## config.mk

```make
export PLATFORM = sky130hd
export DESIGN_NAME = tff_cell
export DESIGN_NICKNAME = d
export VERILOG_FILES = /design/src/rtl/tff_cell.sv
export SDC_FILE = /design/constraint.sdc
export NUM_CORES = 1
export LEC_CHECK = 0
export ABC_AREA = 1
export BUFFER_PORTS_ARGS = -buffer_cell sky130_fd_sc_hd__clkbuf_2
export CAP_MARGIN = 40
export CORE_AREA = 2 2 39 41
export DETAILED_ROUTE_END_ITERATION = 12
export DIE_AREA = 0 0 41 43
export PLACE_DENSITY = 0.31
export SYNTH_ARGS = -nofsm -noshare
export SYNTH_HDL_FRONTEND = slang
export SYNTH_SLANG_ARGS = --single-unit
```

## constraint.sdc

```tcl
create_clock -name clk -period 0.8 [get_ports clk]
set_input_delay 0.16 -clock clk [delete_from_list [all_inputs] [get_ports clk]]
set_output_delay 0.16 -clock clk [all_outputs]
set_load 0.03 [all_outputs]
```

## src/rtl/tff_cell.sv

```systemverilog
// Single-bit toggle storage cell: each synchronized rising edge of we flips the
// stored bit; re gates the stored bit onto a registered output.
module tff_cell #(
    parameter int   SYNC_STAGES = 2,
    parameter logic RESET_VALUE = 1'b0
) (
    input  logic clk,
    input  logic rst,
    input  logic we,
    input  logic re,
    output logic out
);

    logic we_s;
    logic re_s;
    logic we_hist;
    logic state;
    logic toggle;

    generate
        if (SYNC_STAGES == 0) begin : g_nosync
            assign we_s = we;
            assign re_s = re;
        end else begin : g_sync
            logic [SYNC_STAGES-1:0] we_sync;
            logic [SYNC_STAGES-1:0] re_sync;

            // Strobes arrive from array control that may be asynchronous to clk.
            always_ff @(posedge clk or posedge rst) begin
                if (rst) begin
                    we_sync <= '0;
                    re_sync <= '0;
                end else begin
                    we_sync[0] <= we;
                    re_sync[0] <= re;
                    for (int i = 1; i < SYNC_STAGES; i++) begin
                        we_sync[i] <= we_sync[i-1];
                        re_sync[i] <= re_sync[i-1];
                    end
                end
            end

            assign we_s = we_sync[SYNC_STAGES-1];
            assign re_s = re_sync[SYNC_STAGES-1];
        end
    endgenerate

    // we_hist resets low, so we held high across reset release counts as an edge.
    assign toggle = we_s & ~we_hist;

    always_ff @(posedge clk or posedge rst) begin
        if (rst) begin
            we_hist <= 1'b0;
            state   <= RESET_VALUE;
            out     <= 1'b0;
        end else begin
            we_hist <= we_s;
            if (toggle) begin
                state <= ~state;
            end
            out <= re_s ? state : 1'b0;
        end
    end

endmodule

```

* Yosys cells after proc, flatten, opt, wreduce, memory -nomap -nowiden
Cells that the tools add are included.
** Word-level totals
- Output and inout bits :: 1
- Input bits :: 4
- Flip-flop bits (word level) :: 7
- Word-level logic and storage cells :: 9
** Operators by class
- Bitwise gates (word level) :: 3
- Multiplexer cells :: 1
** Operator list (count)
- inverter 1 bit :: 2
- bitwise AND 1 bit :: 1
- 2-to-1 mux 1 bit :: 1

* Logic depth before layout (Yosys ltp)
Gate-level depths: netlist of run 1.
- Word-level depth :: 2
- Mapped depth :: 4
- Gate-level depth less buffers :: 4

* Worst setup path before layout of run 1
Ideal clock, no wire load.
- Kind :: register -> register
- Start :: register we_hist
- End :: register state
- Cell stages (with the launch flop) :: 5
- Required time :: 684 ps
- Data arrival time :: 514 ps
- Clock period less this slack :: 630 ps
- Setup time :: 116 ps
- Slack :: 170 ps
- Buffers on the path :: 0
- Path through :: dfrtp_1 inv_1 nand2_1 nand2_1 nand2_1
** Between the ends
- Word-level cells in the longest chain between the ends :: 2
** Ends and longest elaborated chain
- from (decl) :: line 16 : logic we_hist;
- from (signal assigned) :: line 57 : we_hist <= we_s;
- inverter 1 bit :: line 49 : assign toggle = we_s & ~we_hist;
- bitwise AND 1 bit :: line 49
- to (signal assigned) :: line 59 : state <= ~state;
- to (decl) :: line 17 : logic state;
Every way passes these cells.
A chain may end at the register's enable or synchronous reset.

* Worst setup path after layout of run 1
- Start :: register out
- End :: output out
** RTL lines
- from (decl) :: line 11 : output logic out
- from (signal assigned) :: line 61 : out <= re_s ? state : 1'b0;
No word-level cell between the ends.

==> results of run 1 <==
-- registers in the layout, summed over array words and instances, names as in the netlist --
name            cells
state               1
g_sync.we_sync      2
we_hist             1
g_sync.re_sync      2
out                 1
-- cell families after synthesis --
group	Yosys count
buffers and inverters	4
DFF	7
and+or+nand+nor	5
-- metal layers --
layer / global-route usage / wire length [um]
met2: 0.0625 / 108
met3: 0.0628 / 25
met5: 0 / 0
met4: 0.0200 / 0
met1: 0.0498 / 114
-- timing repair --
action,CTS,global route
resized for setup,2,1
endpoints found under the hold margin,7,1
hold buffers,1,1
setup endpoints to repair,1,1
-- worst register-to-register path, stage by stage, from the launching register on --
cell	delay (ns)
dfrtp_1	0.35
inv_1	0.07
nand2_1	0.05
nand2_1	0.05
nand2_1	0.04
-- where the power goes --
part	switching, mW	internal (mW)	leakage (nW)	total, mW
clock network	0.120	0.190	0.0150	0.309
registers	0.0152	0.383	0.0835	0.399
logic	0.0346	0.0360	0.0639	0.0706
-- layout make-up --
class | count | share of cell area
multi-input cells | 5 | 0.0653
well taps | 16 | 0.0653
flip-flops and latches | 7 | 0.571
repair buffers | 6 | 0.163
inverters | 4 | 0.0490
clock buffers | 4 | 0.0857
-- per-stage QoR --
step / power [mW] / hold WS [ns] / setup slack [ns] / std cells
after floorplan: 0.436 / -0.0366 / 0.170 / 16
after global placement: 0.454 / 0.0812 / 0.131 / 36
after detailed placement: 0.455 / 0.0834 / 0.131 / 36
after CTS: 0.797 / 0.00708 / -0.132 / 41
after global routing: 0.843 / 0.00196 / -0.151 / 42
final: 0.778 / 0.0206 / -0.117 / 42
-- placed cells by master (no fill, tap or decap) --
| cell | instances |
|---|---|
| dfrtp_1 | 7 |
| dlygate4sd3_1 | 2 |
| inv_1 | 4 |
| nand2_1 | 4 |
| buf_8 | 1 |
| nand3_1 | 1 |
| clkbuf_2 | 3 |
| clkbuf_4 | 3 |
| clkbuf_1 | 1 |
-- path summary, 6_finish.rpt --
| path | cells past startpoint | slack [ns] | endpoint |
|---|---|---|---|
| setup / recovery | 1 | -0.12 | out |
| hold / removal | 1 | 0.02 | g_sync.re_sync[0]$_DFF_PP0_ |
| setup reg to reg | 4 | 0.13 | state$_DFFE_PP0P_ |
| hold reg to reg | 0 | 0.35 | g_sync.re_sync[1]$_DFF_PP0_ |
| max in group asynchronous | 3 | 0.24 | g_sync.we_sync[0]$_DFF_PP0_ |
| min in group asynchronous | 3 | 0.36 | g_sync.re_sync[0]$_DFF_PP0_ |
==> run metrics, run 1 <==
Die Ht=43 um; final core utilization=0.222; Clock Path Buffers=2; most common library cells after synthesis=dfrtp_1, inv_1, nand2_1; Final Hold Fails=0; area of the multi-input gates=20.0 um2; final period demand of the worst path=0.917 ns; Post-synth EDFFs=0; CP Data Required Time=0.64 ns; area of the die=1760 um2; Placed Area=250 um2; HP Start=re; Max H-tree Level=1; first-pass GRT wire length=524 um; Critical Path Source=out$_DFF_PP0_; Initial Util=0.152; failing checks=setup timing; Compound-Gate Fraction of Synth Area=0; count leader, synth=dfrtp_1; post-synth top area share=0.833; Critical R2R Launch=we_hist$_DFF_PP0_; register area=175 um2; largest net degree at the start of global routing=8; Seq cells post-synth=7; DRC=0; Max Cap Viol=0; Post-synth top flop=dfrtp_1; Buf/Inv on CP=1; Worst Skew=0.000418 ns; register area share after synthesis=0.833; GPL Wtd Cong=0.539; fillcell total=149; top post-synthesis cells by area=dfrtp_1, inv_1, nand2_1; Core Area=1380 um2; Cells after Synth=16; cell area power density=2540 nW/um2; later-pin clock latency in the skew report=0.24 ns; Slew headroom=0.829; HP Class=in2reg; final WL=248 um; clk sinks=7; XOR/XNOR Fraction of Synth Area=0; Slew Viols, Final=0; mapped cell area=210 um2; # diodes=0; Setup Buffers After CTS=0; Worst VDD drop=1040 uV; TNS Setup=-0.117 ns; Slew @ Worst Pin=0.256 ns; P_leak=0.162 nW; die width=41 um; cell area after layout=307 um2; clock slew at reported path FFs=0.05 ns; fin crit share=1.15; Post-DP HPWL=177 um; Row Count=14; CP peak stage delay=0.38 ns; warning count from the yosys run=0; Max Fclk=1090 MHz; I/O pins=5; TritonRoute pass-1 iters=2; post-synth top area cell=dfrtp_1; Via density=3.10; CP top delay family=flip-flops; Worst setup SP type=flop; ys async rst share=1.00; syn avg cell area=13.1 um2; initial antenna violation count=0; post-synthesis mux area share=0; arrival time worst endpoint=0.76 ns; Worst setup EP type=output port; synthesized-area fraction occupied by adder cells=0; vias in the first global route=139; TritonCTS buffer count=3; RSZ-0062 raised after global routing=true; fin nets=31; area grow syn2layout=45.8%; DR WL/cell=5.90 um; Critical-path top delay cell=dfrtp_1; vias=130; setup violators final=1; largest family of logic cells by synthesized area=simple AND/OR/NAND/NOR gates; All-Layer GR Usage=0.0507; simple-gate share of the synthesized area=0.0952; status=complete, but fails checks; PortBufs=4; remaining global-route overflow=0; Crit Path Category=reg2out; ANT nets after route=0; Final WS setup=-0.117 ns; critical path, cell by cell=buf_8; Max FO, Critical Path=1; layout cells sized above 1=0.269; Yosys cell types=4; Root Buffer=clkbuf_4; drt first-iter violations=1; CTS tree=done; syn nets=20
Power figures use the tool's default switching activity.
==> run 2, diff against run 1 <==
--- a/config.mk
+++ b/config.mk
@@ -11,7 +11,7 @@
 export CORE_AREA = 2 2 39 41
 export DETAILED_ROUTE_END_ITERATION = 12
 export DIE_AREA = 0 0 41 43
-export PLACE_DENSITY = 0.31
+export PLACE_DENSITY = 0.37
 export SYNTH_ARGS = -nofsm -noshare
 export SYNTH_HDL_FRONTEND = slang
 export SYNTH_SLANG_ARGS = --single-unit
==> run metrics, run 2 (synthesis results as in run 1) <==
Final WS setup=-0.125 ns (was -0.117 ns); Critical R2R Launch=we_hist$_DFF_PP0_ (unchanged); # diodes=0 (unchanged); Worst setup SP type=flop (unchanged); Crit Path Category=reg2out (unchanged); Critical Path Source=out$_DFF_PP0_ (unchanged); HP Class=in2reg (unchanged); first-pass GRT wire length=476 um (was 524 um); CTS tree=done (unchanged); met1 Track Usage GR=0.0399 (was 0.0498); Core Area=1380 um2 (unchanged); cell area power density=2620 nW/um2 (was 2540 nW/um2); Via density=3.10 (about the same); area of the multi-input gates=20.0 um2 (unchanged); reg2reg path depth=4 (unchanged); Clock power frac=0.399 (was 0.397); status=complete, but fails checks (unchanged); TritonRoute pass-1 iters=2 (unchanged); setup violators final=1 (unchanged); Max Cap Viol=0 (unchanged); fin crit share=1.16 (was 1.15); CP peak stage delay=0.38 ns (about the same); Max Fclk=1080 MHz (was 1090 MHz); Slew Viols, Final=0 (unchanged); Buf/Inv on CP=1 (unchanged); sw power=0.170 mW (was 0.169 mW); layout cells sized above 1=0.280 (was 0.269); arrival time worst endpoint=0.76 ns (about the same); register area=175 um2 (unchanged); critical path capture point=out (unchanged); Die Ht=43 um (unchanged); P_leak=0.158 nW (was 0.162 nW); R2R setup slack=0.14 ns (was 0.13 ns); most frequent cells in the layout=dfrtp_1, nand2_1, inv_1 (unchanged); CP top delay family=flip-flops (unchanged); Critical R2R Capture=state$_DFFE_PP0P_ (unchanged); critical path, cell by cell=buf_8 (unchanged); area of the die=1760 um2 (unchanged); vias in the first global route=146 (was 139); # placed instances=36 (unchanged); I/O pins=5 (unchanged); ANT nets after route=0 (unchanged); initial antenna violation count=0 (unchanged); Row Count=14 (unchanged); Final Hold Fails=0 (unchanged); Clock Path Buffers=2 (unchanged); final WL=272 um (was 248 um); CP Depth=1 (unchanged); commonest non-fill, non-tap cell in the layout=dfrtp_1 (unchanged); Worst setup EP type=output port (unchanged); GPL Wtd Cong=0.574 (was 0.539); internal power=0.606 mW (was 0.609 mW); Max FO, Critical Path=1 (unchanged); Slew @ Worst Pin=0.262 ns (was 0.256 ns); DR WL/cell=6.63 um (was 5.90 um); area grow syn2layout=41.1% (was 45.8%); Post-DP HPWL=195 um (was 177 um); final period demand of the worst path=0.925 ns (was 0.917 ns); failing checks=setup timing (unchanged); Critical-path top delay cell=dfrtp_1 (unchanged); Max H-tree Level=1 (unchanged); die width=41 um (unchanged); clock slew at reported path FFs=0.05 ns (about the same); fillcell total=154 (was 149); Combinational Power Share=0.087 (was 0.091); RSZ-0062 raised after global routing=true (unchanged); clk sinks=7 (unchanged); CP Data Required Time=0.64 ns (about the same); fin nets=30 (was 31); PortBufs=4 (unchanged); Initial Util=0.152 (unchanged); drt first-iter violations=1 (unchanged); switching share of total power=0.219 (was 0.218); All-Layer GR Usage=0.0467 (was 0.0507); hold_ws=0.0210 ns (was 0.0206 ns); remaining global-route overflow=0 (unchanged); largest net degree at the start of global routing=8 (unchanged); Slew headroom=0.825 (was 0.829); TritonCTS buffer count=3 (unchanged); GRT busiest layer=met3 (unchanged); Tot Pwr=0.776 mW (was 0.778 mW); Root Buffer=clkbuf_4 (unchanged); Largest regs=g_sync.re_sync (2), g_sync.we_sync (2) (unchanged); final std cells w/o fill=41 (was 42); later-pin clock latency in the skew report=0.24 ns (about the same); DRC=0 (unchanged); sequential cell fraction of total power=0.514 (was 0.512); GR met2 Demand/Resource=0.0594 (was 0.0625); vias=127 (was 130); Worst Skew=0.00250 ns (was 0.000418 ns); Worst VDD drop=1290 uV (was 1040 uV); M3 GR Usage=0.0785 (was 0.0628)
run 2: changes by cell type in the layout (fill, tap and decap cells not counted), sizes merged:
cell / previous run / this run
dlygate4sd3: 2 / 1
run 2: timing repair:
item,CTS,global route
hold buffers,1,0
gates cloned,0,0
endpoints found under the setup margin,1,1
buffers inserted,0,0
resized for setup,2,1
hold endpoints to repair,7,0
run 2: power groups by stage:
stage	Sequential [mW]	Combinational, mW	Clock, mW
finish	0.399	0.0673	0.310
global placement	0.401	0.0517	0
global route	0.402	0.0751	0.346
CTS	0.397	0.0671	0.328
floorplan	0.412	0.0238	0
detailed placement	0.403	0.0544	0
run 2: per-stage QoR:
stage               TNS (ns)  cell area [um2]  utilization  setup slack, ns
floorplan                  0              210            -            0.170
global placement           0              250        0.181            0.131
detailed placement         0              250        0.181            0.119
CTS                   -0.142              295        0.213           -0.142
global route          -0.150              297        0.214           -0.150
finish                -0.125              297        0.214           -0.125
run 2: worst min-delay path by stage:
stage | startpoint | endpoint | slack (ns) | depth (start not counted)
detailed placement | rst | g_sync.we_sync[0]$_DFF_PP0_ | 0.08 | 2
CTS | re | g_sync.re_sync[0]$_DFF_PP0_ | 0.01 | 1
finish | we | g_sync.we_sync[0]$_DFF_PP0_ | 0.02 | 1
global route | we | g_sync.we_sync[0]$_DFF_PP0_ | 0.003 | 1
floorplan | rst | g_sync.re_sync[0]$_DFF_PP0_ | -0.04 | 1
global placement | rst | g_sync.we_sync[0]$_DFF_PP0_ | 0.07 | 2
run 2: cell type report:
| class | instances | area share |
|---|---|---|
| sequential | 7 | 0.591 |
| tap | 16 | 0.0675 |
| multi-input combinational | 5 | 0.0675 |
| inverter | 4 | 0.0506 |
| clock buffer | 4 | 0.0886 |
| timing repair buffer | 5 | 0.135 |
run 2: metal layers:
layer / wire, um / vias to the layer above
met5: 0 / -
met4: 0 / 0
met3: 28 / 0
met2: 118 / 7
met1: 125 / 57
li1: - / 63
==> run 3, diff against run 2 <==
--- a/config.mk
+++ b/config.mk
@@ -7,7 +7,6 @@
 export LEC_CHECK = 0
 export ABC_AREA = 1
 export BUFFER_PORTS_ARGS = -buffer_cell sky130_fd_sc_hd__clkbuf_2
-export CAP_MARGIN = 40
 export CORE_AREA = 2 2 39 41
 export DETAILED_ROUTE_END_ITERATION = 12
 export DIE_AREA = 0 0 41 43
==> constraint.sdc (replaced) <==
create_clock -name clk -period 0.8 [get_ports clk]
set_input_delay 0.12 -clock clk [delete_from_list [all_inputs] [get_ports clk]]
set_output_delay 0.12 -clock clk [all_outputs]
set_load 0.03 [all_outputs]
==> run metrics, run 3 (synthesis results as in run 1) <==
fin crit share=1.10 (was 1.16); Max FO, Critical Path=1 (unchanged); Initial Util=0.152 (unchanged); Die Ht=43 um (unchanged); P_leak=0.167 nW (was 0.158 nW); CP top delay family=flip-flops (unchanged); Max Fclk=1130 MHz (was 1080 MHz); Worst setup EP type=output port (unchanged); Critical R2R Launch=we_hist$_DFF_PP0_ (unchanged); Worst setup SP type=flop (unchanged); critical path, cell by cell=buf_8 (unchanged); TNS Setup=-0.0827 ns (was -0.125 ns); Largest regs=g_sync.re_sync (2), g_sync.we_sync (2) (unchanged); fillcell total=157 (was 154); arrival time worst endpoint=0.76 ns (about the same); pre-CTS setup slack=0.122 ns (was 0.119 ns); Slew Viols, Final=0 (unchanged); Max Cap Viol=0 (unchanged); layout cells sized above 1=0.259 (was 0.280); failing checks=setup timing (unchanged); status=complete, but fails checks (unchanged); CP Depth=1 (unchanged); I/O pins=5 (unchanged); Tot Pwr=0.784 mW (was 0.776 mW); Slew headroom=0.829 (was 0.825); cell area power density=2480 nW/um2 (was 2620 nW/um2); Setup Buffers After CTS=0 (unchanged); DRC=0 (unchanged); Core Area=1380 um2 (unchanged); Post-DP HPWL=198 um (was 195 um); TritonRoute pass-1 iters=1 (was 2); TritonCTS buffer count=3 (unchanged); commonest non-fill, non-tap cell in the layout=dfrtp_1 (unchanged); Final WS setup=-0.0827 ns (was -0.125 ns); fin nets=32 (was 30); HP Class=in2async (was in2reg); area of the multi-input gates=20.0 um2 (unchanged); final std cells w/o fill=43 (was 41); DR WL/cell=6.70 um (was 6.63 um); GPL Wtd Cong=0.573 (was 0.574); vias=137 (was 127); Slew @ Worst Pin=0.257 ns (was 0.262 ns); # diodes=0 (unchanged); later-pin clock latency in the skew report=0.25 ns (was 0.24 ns); clk sinks=7 (unchanged); Clock Path Buffers=2 (unchanged); clock slew at reported path FFs=0.05 ns (about the same); final period demand of the worst path=0.883 ns (was 0.925 ns); setup violators final=1 (unchanged); PortBufs=4 (unchanged); area of the die=1760 um2 (unchanged); Critical R2R Capture=state$_DFFE_PP0P_ (unchanged); Crit Path Category=reg2out (unchanged); Worst Skew=0.00561 ns (was 0.00250 ns); first-pass GRT wire length=552 um (was 476 um); Final Hold Fails=0 (unchanged); Max H-tree Level=1 (unchanged); CTS tree=done (unchanged); reg2reg path depth=4 (unchanged); remaining global-route overflow=0 (unchanged); vias in the first global route=161 (was 146); Root Buffer=clkbuf_4 (unchanged); drt first-iter violations=0 (was 1); All-Layer GR Usage=0.0527 (was 0.0467); area grow syn2layout=50.6% (was 41.1%); CP Data Required Time=0.68 ns (was 0.64 ns); Via density=3.19 (was 3.10); CP peak stage delay=0.38 ns (about the same); most frequent cells in the layout=dfrtp_1, nand2_1, inv_1 (unchanged); R2R setup slack=0.13 ns (was 0.14 ns); register area=175 um2 (unchanged); Critical-path top delay cell=dfrtp_1 (unchanged); final WL=288 um (was 272 um); Row Count=14 (unchanged); # placed instances=36 (unchanged); Buf/Inv on CP=1 (unchanged); largest net degree at the start of global routing=8 (unchanged); RSZ-0062 raised after global routing=true (unchanged); initial antenna violation count=0 (unchanged); Worst VDD drop=736 uV (was 1290 uV); die width=41 um (unchanged); ANT nets after route=0 (unchanged)
[run 3: cell count changes in the layout (fill, tap and decap cells not counted)]
cell | previous run | this run
dlygate4sd3_1 | 1 | 3
[run 3: final cells by class]
type	count	area share
Clock buffer	4	0.0830
Inverter	4	0.0474
Multi-Input combinational cell	5	0.0632
Sequential cell	7	0.553
Tap cell	16	0.0632
Timing Repair Buffer	7	0.190
[run 3: routing by layer]
metal,share of wire,track usage
met5,0,0
met4,0,0.0400
met3,0.076,0.0471
met2,0.53,0.0750
met1,0.39,0.0430
[run 3: per-stage QoR]
stage	hold slack (ns)	utilization	instance area, um2
final	0.322	0.229	317
after floorplan	-0.0766	-	210
after CTS	0.322	0.228	315
after global routing	0.355	0.229	317
after global placement	0.0360	0.181	250
after detailed placement	0.0446	0.181	250
[run 3: power breakdown]
| group | internal (mW) | switching [mW] |
|---|---|---|
| Clock | 0.190 | 0.121 |
| Sequential | 0.383 | 0.0152 |
| Combinational | 0.0392 | 0.0359 |
| Total | 0.612 | 0.172 |
[run 3: worst max-delay path by stage]
| stage | start | endpoint | slack (ns) |
|---|---|---|---|
| floorplan | we_hist$_DFF_PP0_ | state$_DFFE_PP0P_ | 0.17 |
| global placement | we_hist$_DFF_PP0_ | state$_DFFE_PP0P_ | 0.15 |
| detailed placement | we_hist$_DFF_PP0_ | state$_DFFE_PP0P_ | 0.12 |
| CTS | out$_DFF_PP0_ | out | -0.1 |
| global route | out$_DFF_PP0_ | out | -0.11 |
| finish | out$_DFF_PP0_ | out | -0.08 |
[run 3: timing repair]
item / in CTS / in global routing
endpoints found under the setup margin: 1 / 1
pin swaps: 0 / 0
endpoints found under the hold margin: 9 / 0
hold buffers: 3 / 0
gates resized for setup: 2 / 1
